File: src/rtl/pc_halt_dump_ctrl_if.sv
// rtl/pc_halt_dump_ctrl_if.sv - signal bundle for the halt/dump controller
//
// Groups the fetch-PC watch inputs, the req/ack memory read port, the
// valid/ready dump stream and the sticky status flags.
//   master : the controller side (drives rd_req/rd_addr, dump stream, status)
//   slave  : the environment side (drives pc, rd_ack/rd_data, dump_ready)
interface pc_halt_dump_ctrl_if #(
  parameter int ADDR_W = 32,
  parameter int DATA_W = 32
);
  logic [ADDR_W-1:0] pc;
  logic              pc_valid;
  logic              rd_req;
  logic [ADDR_W-1:0] rd_addr;
  logic              rd_ack;
  logic [DATA_W-1:0] rd_data;
  logic              dump_valid;
  logic              dump_ready;
  logic [DATA_W-1:0] dump_data;
  logic [15:0]       dump_index;
  logic              dump_eol;
  logic              halted;
  logic              timed_out;
  logic              done;

  modport master (
    input  pc, pc_valid, rd_ack, rd_data, dump_ready,
    output rd_req, rd_addr, dump_valid, dump_data, dump_index, dump_eol,
           halted, timed_out, done
  );

  modport slave (
    output pc, pc_valid, rd_ack, rd_data, dump_ready,
    input  rd_req, rd_addr, dump_valid, dump_data, dump_index, dump_eol,
           halted, timed_out, done
  );
endinterface

File: src/rtl/pc_halt_dump_ctrl.sv
// rtl/pc_halt_dump_ctrl.sv - end-of-program halt detector and memory dump streamer
//
// Watches the fetch PC for END_PC held over STABLE_CYC qualified cycles (or a
// RUN-cycle timeout), then reads DUMP_WORDS words starting at DUMP_BASE one
// at a time over the req/ack port and streams each out on the dump port.
// Ports:
//   clk    : rising-edge clock
//   reset  : asynchronous, active-low
//   bus    : pc_halt_dump_ctrl_if.master
//            in  pc, pc_valid, rd_ack, rd_data, dump_ready
//            out rd_req, rd_addr, dump_valid, dump_data, dump_index,
//                dump_eol, halted, timed_out, done
module pc_halt_dump_ctrl #(
  parameter int                ADDR_W         = 32,
  parameter int                DATA_W         = 32,
  parameter logic [ADDR_W-1:0] END_PC         = ADDR_W'('h80),
  parameter int unsigned       STABLE_CYC     = 1,
  parameter logic [ADDR_W-1:0] DUMP_BASE      = ADDR_W'(32),
  parameter int unsigned       DUMP_WORDS     = 96,
  parameter int unsigned       WORDS_PER_LINE = 16,
  parameter int unsigned       TIMEOUT        = 100000
) (
  input logic                 clk,
  input logic                 reset,
  pc_halt_dump_ctrl_if.master bus
);

  typedef enum logic [2:0] {RUN, REQ, WAIT, EMIT, DONE} state_t;

  state_t            state, state_n;
  logic [31:0]       match_cnt;
  logic [31:0]       cyc_cnt;
  logic [15:0]       idx;
  logic [15:0]       line_cnt;
  logic [DATA_W-1:0] data_q;
  logic              halted_q;
  logic              timed_out_q;

  logic pc_hit, match_done, time_hit, last_word, reading, emitting;

  assign pc_hit     = bus.pc_valid && (bus.pc == END_PC);
  // match_cnt still holds the count before this cycle, so this cycle is the
  // STABLE_CYC-th match when the count already equals STABLE_CYC-1.
  assign match_done = pc_hit && (match_cnt == 32'(STABLE_CYC - 1));
  assign time_hit   = (TIMEOUT != 0) && (cyc_cnt == 32'(TIMEOUT - 1));
  assign last_word  = (32'(idx) == 32'(DUMP_WORDS - 1));
  assign reading    = (state == REQ) || (state == WAIT);
  assign emitting   = (state == EMIT);

  always_ff @(posedge clk or negedge reset) begin
    if (!reset) state <= RUN;
    else        state <= state_n;
  end

  always_comb begin
    state_n = state;
    case (state)
      RUN:       if (match_done || time_hit) state_n = (DUMP_WORDS == 0) ? DONE : REQ;
      REQ, WAIT: state_n = bus.rd_ack ? EMIT : WAIT;
      EMIT:      if (bus.dump_ready) state_n = last_word ? DONE : REQ;
      DONE:      state_n = DONE;
      default:   state_n = RUN;
    endcase
  end

  always_ff @(posedge clk or negedge reset) begin
    if (!reset) begin
      match_cnt   <= '0;
      cyc_cnt     <= '0;
      idx         <= '0;
      line_cnt    <= '0;
      data_q      <= '0;
      halted_q    <= 1'b0;
      timed_out_q <= 1'b0;
    end else begin
      case (state)
        RUN: begin
          cyc_cnt <= cyc_cnt + 32'd1;
          // A stalled/bubble cycle neither extends nor breaks the streak.
          if (bus.pc_valid) match_cnt <= pc_hit ? match_cnt + 32'd1 : '0;
          if (match_done || time_hit) begin
            halted_q    <= 1'b1;
            timed_out_q <= !match_done;
          end
        end
        REQ, WAIT: if (bus.rd_ack) data_q <= bus.rd_data;
        EMIT: if (bus.dump_ready) begin
          idx      <= idx + 16'd1;
          line_cnt <= (line_cnt == 16'(WORDS_PER_LINE - 1)) ? 16'd0 : line_cnt + 16'd1;
        end
        default: ;
      endcase
    end
  end

  // Data-carrying outputs are forced to zero outside their phase so nothing
  // stale is visible after reset or between words.
  assign bus.rd_req     = reading;
  assign bus.rd_addr    = reading ? DUMP_BASE + ADDR_W'(idx) : '0;
  assign bus.dump_valid = emitting;
  assign bus.dump_data  = emitting ? data_q : '0;
  assign bus.dump_index = emitting ? idx : 16'd0;
  assign bus.dump_eol   = emitting && ((line_cnt == 16'(WORDS_PER_LINE - 1)) || last_word);
  assign bus.halted     = halted_q;
  assign bus.timed_out  = timed_out_q;
  assign bus.done       = (state == DONE);

endmodule

File: src/flat_wrapper.sv
// flat-port wrapper written by rule: the top's interface ports become plain ports
module pc_halt_dump_ctrl_flat 
#(
  parameter int                ADDR_W         = 32,
  parameter int                DATA_W         = 32,
  parameter logic [ADDR_W-1:0] END_PC         = ADDR_W'('h80),
  parameter int unsigned       STABLE_CYC     = 1,
  parameter logic [ADDR_W-1:0] DUMP_BASE      = ADDR_W'(32),
  parameter int unsigned       DUMP_WORDS     = 96,
  parameter int unsigned       WORDS_PER_LINE = 16,
  parameter int unsigned       TIMEOUT        = 100000
)
  (clk, reset, bus_pc, bus_pc_valid, bus_rd_ack, bus_rd_data, bus_dump_ready, bus_rd_req, bus_rd_addr, bus_dump_valid, bus_dump_data, bus_dump_index, bus_dump_eol, bus_halted, bus_timed_out, bus_done);
  pc_halt_dump_ctrl_if #(.ADDR_W(ADDR_W), .DATA_W(DATA_W)) bus_i ();
  input logic clk;
  input logic reset;
  input wire logic [$bits(bus_i.pc)-1:0] bus_pc;
  input wire logic [$bits(bus_i.pc_valid)-1:0] bus_pc_valid;
  input wire logic [$bits(bus_i.rd_ack)-1:0] bus_rd_ack;
  input wire logic [$bits(bus_i.rd_data)-1:0] bus_rd_data;
  input wire logic [$bits(bus_i.dump_ready)-1:0] bus_dump_ready;
  output wire logic [$bits(bus_i.rd_req)-1:0] bus_rd_req;
  output wire logic [$bits(bus_i.rd_addr)-1:0] bus_rd_addr;
  output wire logic [$bits(bus_i.dump_valid)-1:0] bus_dump_valid;
  output wire logic [$bits(bus_i.dump_data)-1:0] bus_dump_data;
  output wire logic [$bits(bus_i.dump_index)-1:0] bus_dump_index;
  output wire logic [$bits(bus_i.dump_eol)-1:0] bus_dump_eol;
  output wire logic [$bits(bus_i.halted)-1:0] bus_halted;
  output wire logic [$bits(bus_i.timed_out)-1:0] bus_timed_out;
  output wire logic [$bits(bus_i.done)-1:0] bus_done;
  assign bus_i.pc = bus_pc;
  assign bus_i.pc_valid = bus_pc_valid;
  assign bus_i.rd_ack = bus_rd_ack;
  assign bus_i.rd_data = bus_rd_data;
  assign bus_i.dump_ready = bus_dump_ready;
  assign bus_rd_req = bus_i.rd_req;
  assign bus_rd_addr = bus_i.rd_addr;
  assign bus_dump_valid = bus_i.dump_valid;
  assign bus_dump_data = bus_i.dump_data;
  assign bus_dump_index = bus_i.dump_index;
  assign bus_dump_eol = bus_i.dump_eol;
  assign bus_halted = bus_i.halted;
  assign bus_timed_out = bus_i.timed_out;
  assign bus_done = bus_i.done;
  pc_halt_dump_ctrl #(.ADDR_W(ADDR_W), .DATA_W(DATA_W), .END_PC(END_PC), .STABLE_CYC(STABLE_CYC), .DUMP_BASE(DUMP_BASE), .DUMP_WORDS(DUMP_WORDS), .WORDS_PER_LINE(WORDS_PER_LINE), .TIMEOUT(TIMEOUT)) u_core (.clk(clk), .reset(reset), .bus(bus_i));
endmodule
File: config.mk
export PLATFORM = sky130hd
export DESIGN_NAME = pc_halt_dump_ctrl_flat
export DESIGN_NICKNAME = d
export VERILOG_FILES = /design/src/rtl/pc_halt_dump_ctrl_if.sv /design/src/rtl/pc_halt_dump_ctrl.sv /design/src/flat_wrapper.sv
export SDC_FILE = /design/constraint.sdc
export NUM_CORES = 1
export LEC_CHECK = 0
export ABC_AREA = 0
export ABC_CLOCK_PERIOD_IN_PS = 7160
export CORE_MARGIN = 4
export CORE_UTILIZATION = 55
export DETAILED_ROUTE_END_ITERATION = 8
export PLACE_DENSITY = 0.82
export SLEW_MARGIN = 20
export SYNTH_ARGS = -nofsm -noshare
export SYNTH_HDL_FRONTEND = slang
export SYNTH_SLANG_ARGS = --single-unit
File: constraint.sdc
create_clock -name clk -period 7.16 [get_ports clk]
set_input_delay 1.432 -clock clk [delete_from_list [all_inputs] [get_ports clk]]
set_output_delay 1.432 -clock clk [all_outputs]
set_load 0.01 [all_outputs]
# --- Word level (Yosys, flattened, before mapping) ---
# Index checks and enable logic that the tools add are counted.
totals:
  register_bits: 133
  in_bits: 69
  out_inout_bits: 86
op_classes:
  add_sub_neg: 5
  eq_ne: 10
  n_mux: 10
  n_reduce_logical: 15
ops:
  columns: ["operator", "count"]
  rows:
  - ["32-bit 2-to-1 mux", 3]
  - ["32-bit by 1-bit adder with 32-bit output (second input constant)", 2]
  - ["16-bit by 1-bit adder with 16-bit output (second input constant)", 2]
  - ["32-bit by 17-bit equality test with 1-bit output (second input constant)", 1]
  - ["32-bit by 8-bit equality test with 1-bit output (second input constant)", 1]
  - ["32-bit zero test", 1]
  - ["16-bit 2-to-1 mux", 2]
  - ["6-bit by 16-bit adder with 17-bit output (first input constant)", 1]
  - ["16-bit by 4-bit equality test with 1-bit output (second input constant)", 1]
  - ["16-bit by 7-bit equality test with 1-bit output (second input constant)", 1]
  - ["3-bit one-hot mux with 4 select lines", 1]
  - ["2-bit AND reduction", 5]
  - ["3-bit 2-to-1 mux", 3]
  - ["3-bit by 2-bit equality test with 1-bit output (second input constant)", 2]
  - ["3-bit by 1-bit equality test with 1-bit output (second input constant)", 1]
  - ["3-bit equality test (second input constant)", 1]
  - ["1-bit logical AND", 3]
  - ["3-bit zero test", 1]
  - ["1-bit logical OR", 3]
  - ["2-bit by 1-bit inequality test with 1-bit output (second input constant)", 1]
  - ["2-bit inequality test (second input constant)", 1]
  - ["2-bit OR reduction", 1]
  - ["1-bit zero test", 1]
  - ["1-bit 2-to-1 mux", 1]

# --- Logic depth before layout (Yosys ltp) ---
depth:
  depth_word: 6
  mapped_depth: 8
  mapped_depth_nobuf: 6

# --- Least setup slack after synthesis ---
# No wires, ideal clock.
synth_path:
  path_type: "in2reg"
  from: "input port bus_pc_valid"
  to: "register u_core.match_cnt[28]"
  setup_time_ns: 0.132
  t_arrival_ns: 3.121
  slack_ns: 3.907
  cell_stages: 7
  path_cell_list: "or4b_4 buf_6 or4_4 buf_6 nor4_4 xnor2_1 nor2_1"
synth_via:
  elab_chain_cells: 2
  elab_cells_between_ends: 3
  cone_classes: "1 x mux; 2 x reduce/logical"
synth_lines:
  columns: ["item", "line", "text"]
  rows:
  - ["start: declaration", "flat_wrapper.sv:18", "input wire logic [$bits(bus_i.pc_valid)-1:0] bus_pc_valid;"]
  - ["1-bit logical AND", "pc_halt_dump_ctrl.sv:41", "assign pc_hit = bus.pc_valid && (bus.pc == END_PC);"]
  - ["32-bit 2-to-1 mux", "pc_halt_dump_ctrl.sv:80", "if (bus.pc_valid) match_cnt <= pc_hit ? match_cnt + 32'd1 : '0;"]
  - ["end signal: assignment", "pc_halt_dump_ctrl.sv:80", null]
  - ["end: declaration", "pc_halt_dump_ctrl.sv:31", "logic [31:0] match_cnt;"]
# Several ways; a longest one is shown, not always the timed one.
# A chain may end at the register's enable or synchronous reset.

# --- Worst setup path in the final report ---
layout_path:
  from: "register u_core.state[0]"
  to: "output port bus_dump_data[17]"
layout_via:
  elab_chain_cells: 2
layout_lines:
  columns: ["item", "line", "text"]
  rows:
  - ["start: declaration", "pc_halt_dump_ctrl.sv:30", "state_t state, state_n;"]
  - ["start signal: assignment", "pc_halt_dump_ctrl.sv:52", "else state <= state_n;"]
  - ["3-bit by 2-bit equality test with 1-bit output", "pc_halt_dump_ctrl.sv:48", "assign emitting = (state == EMIT);"]
  - ["32-bit 2-to-1 mux", "pc_halt_dump_ctrl.sv:101", "assign bus.dump_data = emitting ? data_q : '0;"]
  - ["end: declaration", "flat_wrapper.sv:25", "output wire logic [$bits(bus_i.dump_data)-1:0] bus_dump_data;"]
# Every way passes these cells.

==> key figures <==
Global route
  – Vias in the first global route: 5393
  – Gr ovfl total: 0
  – GRT Total Usage: 0.2324
  – Largest net degree at the start of global routing: 71
  – Initial antenna violation count: 0
  – First-pass GRT wire length: 26700 µm

Timing
  – Final Hold Vio Count: 0
  – Slew Viols, Final: 0
  – Slew @ Worst Pin: 1.076 ns
  – Hold WS: 0.4730 ns
  – Final setup vio count: 0
  – Fin crit share: 0.6111
  – Setup TNS: 0 ns
  – Skew final: 0.009289 ns
  – Fmax: 228.5 MHz
  – RSZ-0062 raised after global routing: no
  – Max-Slew Margin vs Limit: 0.2827
  – Crit path time final: 4.376 ns

Final layout
  – Area grow syn2layout: 28.84%
  – Commonest non-fill, non-tap cell in the layout: clkdlybuf4s50_1
  – Commonest cells after routing, fill and taps aside: 138 x clkdlybuf4s50_1, 133 x dfrtp_1, 69 x nor2_1
  – Share of cells above drive strength 1: 0.08813
  – Non-Filler Instances: 985
  – Nets@finish: 880
  – N_diodes: 0
  – Filler instances: 859

Route
  – Pre-Repair DR Iteration Count: 4
  – # DRC: 0
  – Vias per cell: 5.450
  – Final wirelength: 15860 µm
  – Vias: 5368
  – Post-DR wirelength/cell: 16.10 µm
  – Detail Route Antenna Nets: 0
  – Detailed Route Iter0 Violations: 363

Placed design
  – Dpl cells: 954
  – Post-DP HPWL: 11350 µm
  – RePlAce Congestion: 0.8860
  – Port buffer count: 139

Synthesis
  – Mapped Cells: 671
  – Synth Area in Compound Gates: 0.009225
  – Xor/xnor cell area share of the yosys netlist: 0.1266
  – Synthesized cell area: 6782 µm²
  – Post-synthesis adder-cell area fraction: 0.01107
  – Synth async-reset ratio: 1.000
  – Post-synth cell types: 43
  – Synth Flop Type: dfrtp_1
  – Post-synthesis mux area share: 0.05480
  – Syn. warnings: 0
  – Register area share after synthesis: 0.4908
  – EDFF count, synth: 0
  – Leading area contributor after synthesis: dfrtp_1
  – Syn Area/Cell: 10.11 µm²
  – Largest family of logic cells by synthesized area: simple AND/OR/NAND/NOR gates
  – Post-Synth Simple-Gate Area: 0.2657
  – Top post-synthesis cells by area: dfrtp_1 49%, xnor2_1 8.7%, mux2_2 5.5%, and2_1 5.2%, xor2_1 4.0%
  – Yosys top cell area share: 0.4908
  – Synth Register Bits: 133

Clock tree
  – Cts-stage hold buffer count: 0
  – CTS tree: yes
  – CTS sink count: 133
  – Clock-pin slew on the worst setup and hold paths: 0.06 ns
  – Num CTS Buffers: 17
  – Clk root buf: clkbuf_16
  – Setup Fix Bufs, Post-CTS: 0
  – Clock Tree Buf Depth: 2
  – # resized after CTS: 0
  – H-tree levels: 4
  – Worst skew pair latency: 0.43 ns

Min path
  – Worst hold path type: reg2reg
  – Hold path startpoint: u_core.bus.halted

Floorplan
  – I/O pin count: 155
  – Die Y: 119.0 µm
  – Cell row count: 40
  – Initial Utilization: 0.5622
  – Core Box Area: 12060 µm²
  – Die W: 119.0 µm
  – Full die area: 14170 µm²

Power
  – Max IR drop VDD: 0.1433 mV
  – Leakage: 3.668 nW
  – Pwr Density: 305.8 nW/µm²

Critical path
  – Arrival time at the worst endpoint: 2.94 ns
  – Startpoint types: flip-flop
  – Reg2reg start: u_core.state[1]
  – CP endpoint kind: output pin
  – Worst setup path class: reg2out
  – CP Max Fanout: 50
  – CP Launch Point: u_core.state[0]
  – WP data required: 5.73 ns

Outcome
  – Status: finished clean

Job
  – Max cap viols: 0
sequential cells by signal, summed over array words and instances (netlist names):
signal,flops
u_core.match_cnt,32
u_core.line_cnt,16
u_core.data_q,32
u_core.state,3
u_core.bus.timed_out,1
u_core.cyc_cnt,32
u_core.idx,16
u_core.bus.halted,1
final timing paths:
check | endpoint | slack, ns | depth (start not counted)
setup / recovery | bus_dump_data[17] | 2.78 | 5
hold / removal | u_core.bus.halted | 0.47 | 1
setup reg to reg | u_core.match_cnt[10] | 4.24 | 4
hold reg to reg | u_core.bus.halted | 0.47 | 1
max in group asynchronous | u_core.idx[14] | 4.72 | 2
min in group asynchronous | u_core.line_cnt[2] | 1.11 | 1
metal layers:
layer / global-route usage / up-vias / part of all wire
met2: 0.3808 / 197 / 0.49
li1: - / 2525 / -
met1: 0.2992 / 2624 / 0.43
met4: 0.08545 / 0 / 0.018
met3: 0.05840 / 22 / 0.063
met5: 0 / - / 0
stage by stage:
| step | power, mW | area [µm²] | setup slack (ns) | utilization |
|---|---|---|---|---|
| global route | 2.818 | 8737 | 2.572 | 0.7244 |
| detailed placement | 1.912 | 8217 | 3.237 | 0.6812 |
| global placement | 1.869 | 8217 | 3.290 | 0.6812 |
| floorplan | 1.518 | 6834 | 3.907 | - |
| CTS | 2.690 | 8737 | 2.753 | 0.7244 |
| finish | 2.672 | 8737 | 2.784 | 0.7244 |
cells in the mapped netlist (all sizes together), types with 4 or more instances:
cell,instances
xnor2,67
xor2,31
o21ai,4
nand2b,5
buf,22
nand2,57
nor2,69
nor3,26
nand3,34
nor4b,5
and3,9
dfrtp,133
clkbuf,18
nor4,29
or3,4
nand4,26
ha,6
and4,4
mux2,33
and2,58
inv,13
power by group:
group	internal (mW)	switching [mW]	leakage [nW]
registers	0.906	0.124	1.75
clock network	0.455	0.316	0.252
logic	0.478	0.394	1.67
critical path: stages, from the launching register on:
cell	delay, ns
dfrtp_1	0.46
nand2_1	0.09
or2_2	0.13
clkinv_1	0.80
and2_1	0.51
clkdlybuf4s50_1	0.50
area by class of cell:
| cell class | count | area, µm² | share of cell area |
|---|---|---|---|
| flip-flops and latches | 133 | 3328 | 0.3809 |
| clock buffers | 22 | 464.2 | 0.05313 |
| well taps | 168 | 210.2 | 0.02406 |
| clock inverters | 9 | 56.30 | 0.006444 |
| multi-input cells | 499 | 3226 | 0.3692 |
| repair buffers | 141 | 1404 | 0.1607 |
| inverters | 13 | 48.80 | 0.005585 |
cells by family (layout without fill, tap and decap cells):
family / count (synthesis) / in the layout
AOI/OAI and AO/OA: 10 / 10
muxes: 33 / 33
other: 1 / 15
DFF: 133 / 133
buffers and inverters: 53 / 185
and+or+nand+nor: 337 / 337
adders and majority gates: 6 / 6
xor gates and xnor gates: 98 / 98
No activity file was read; power rests on OpenSTA's default activity.
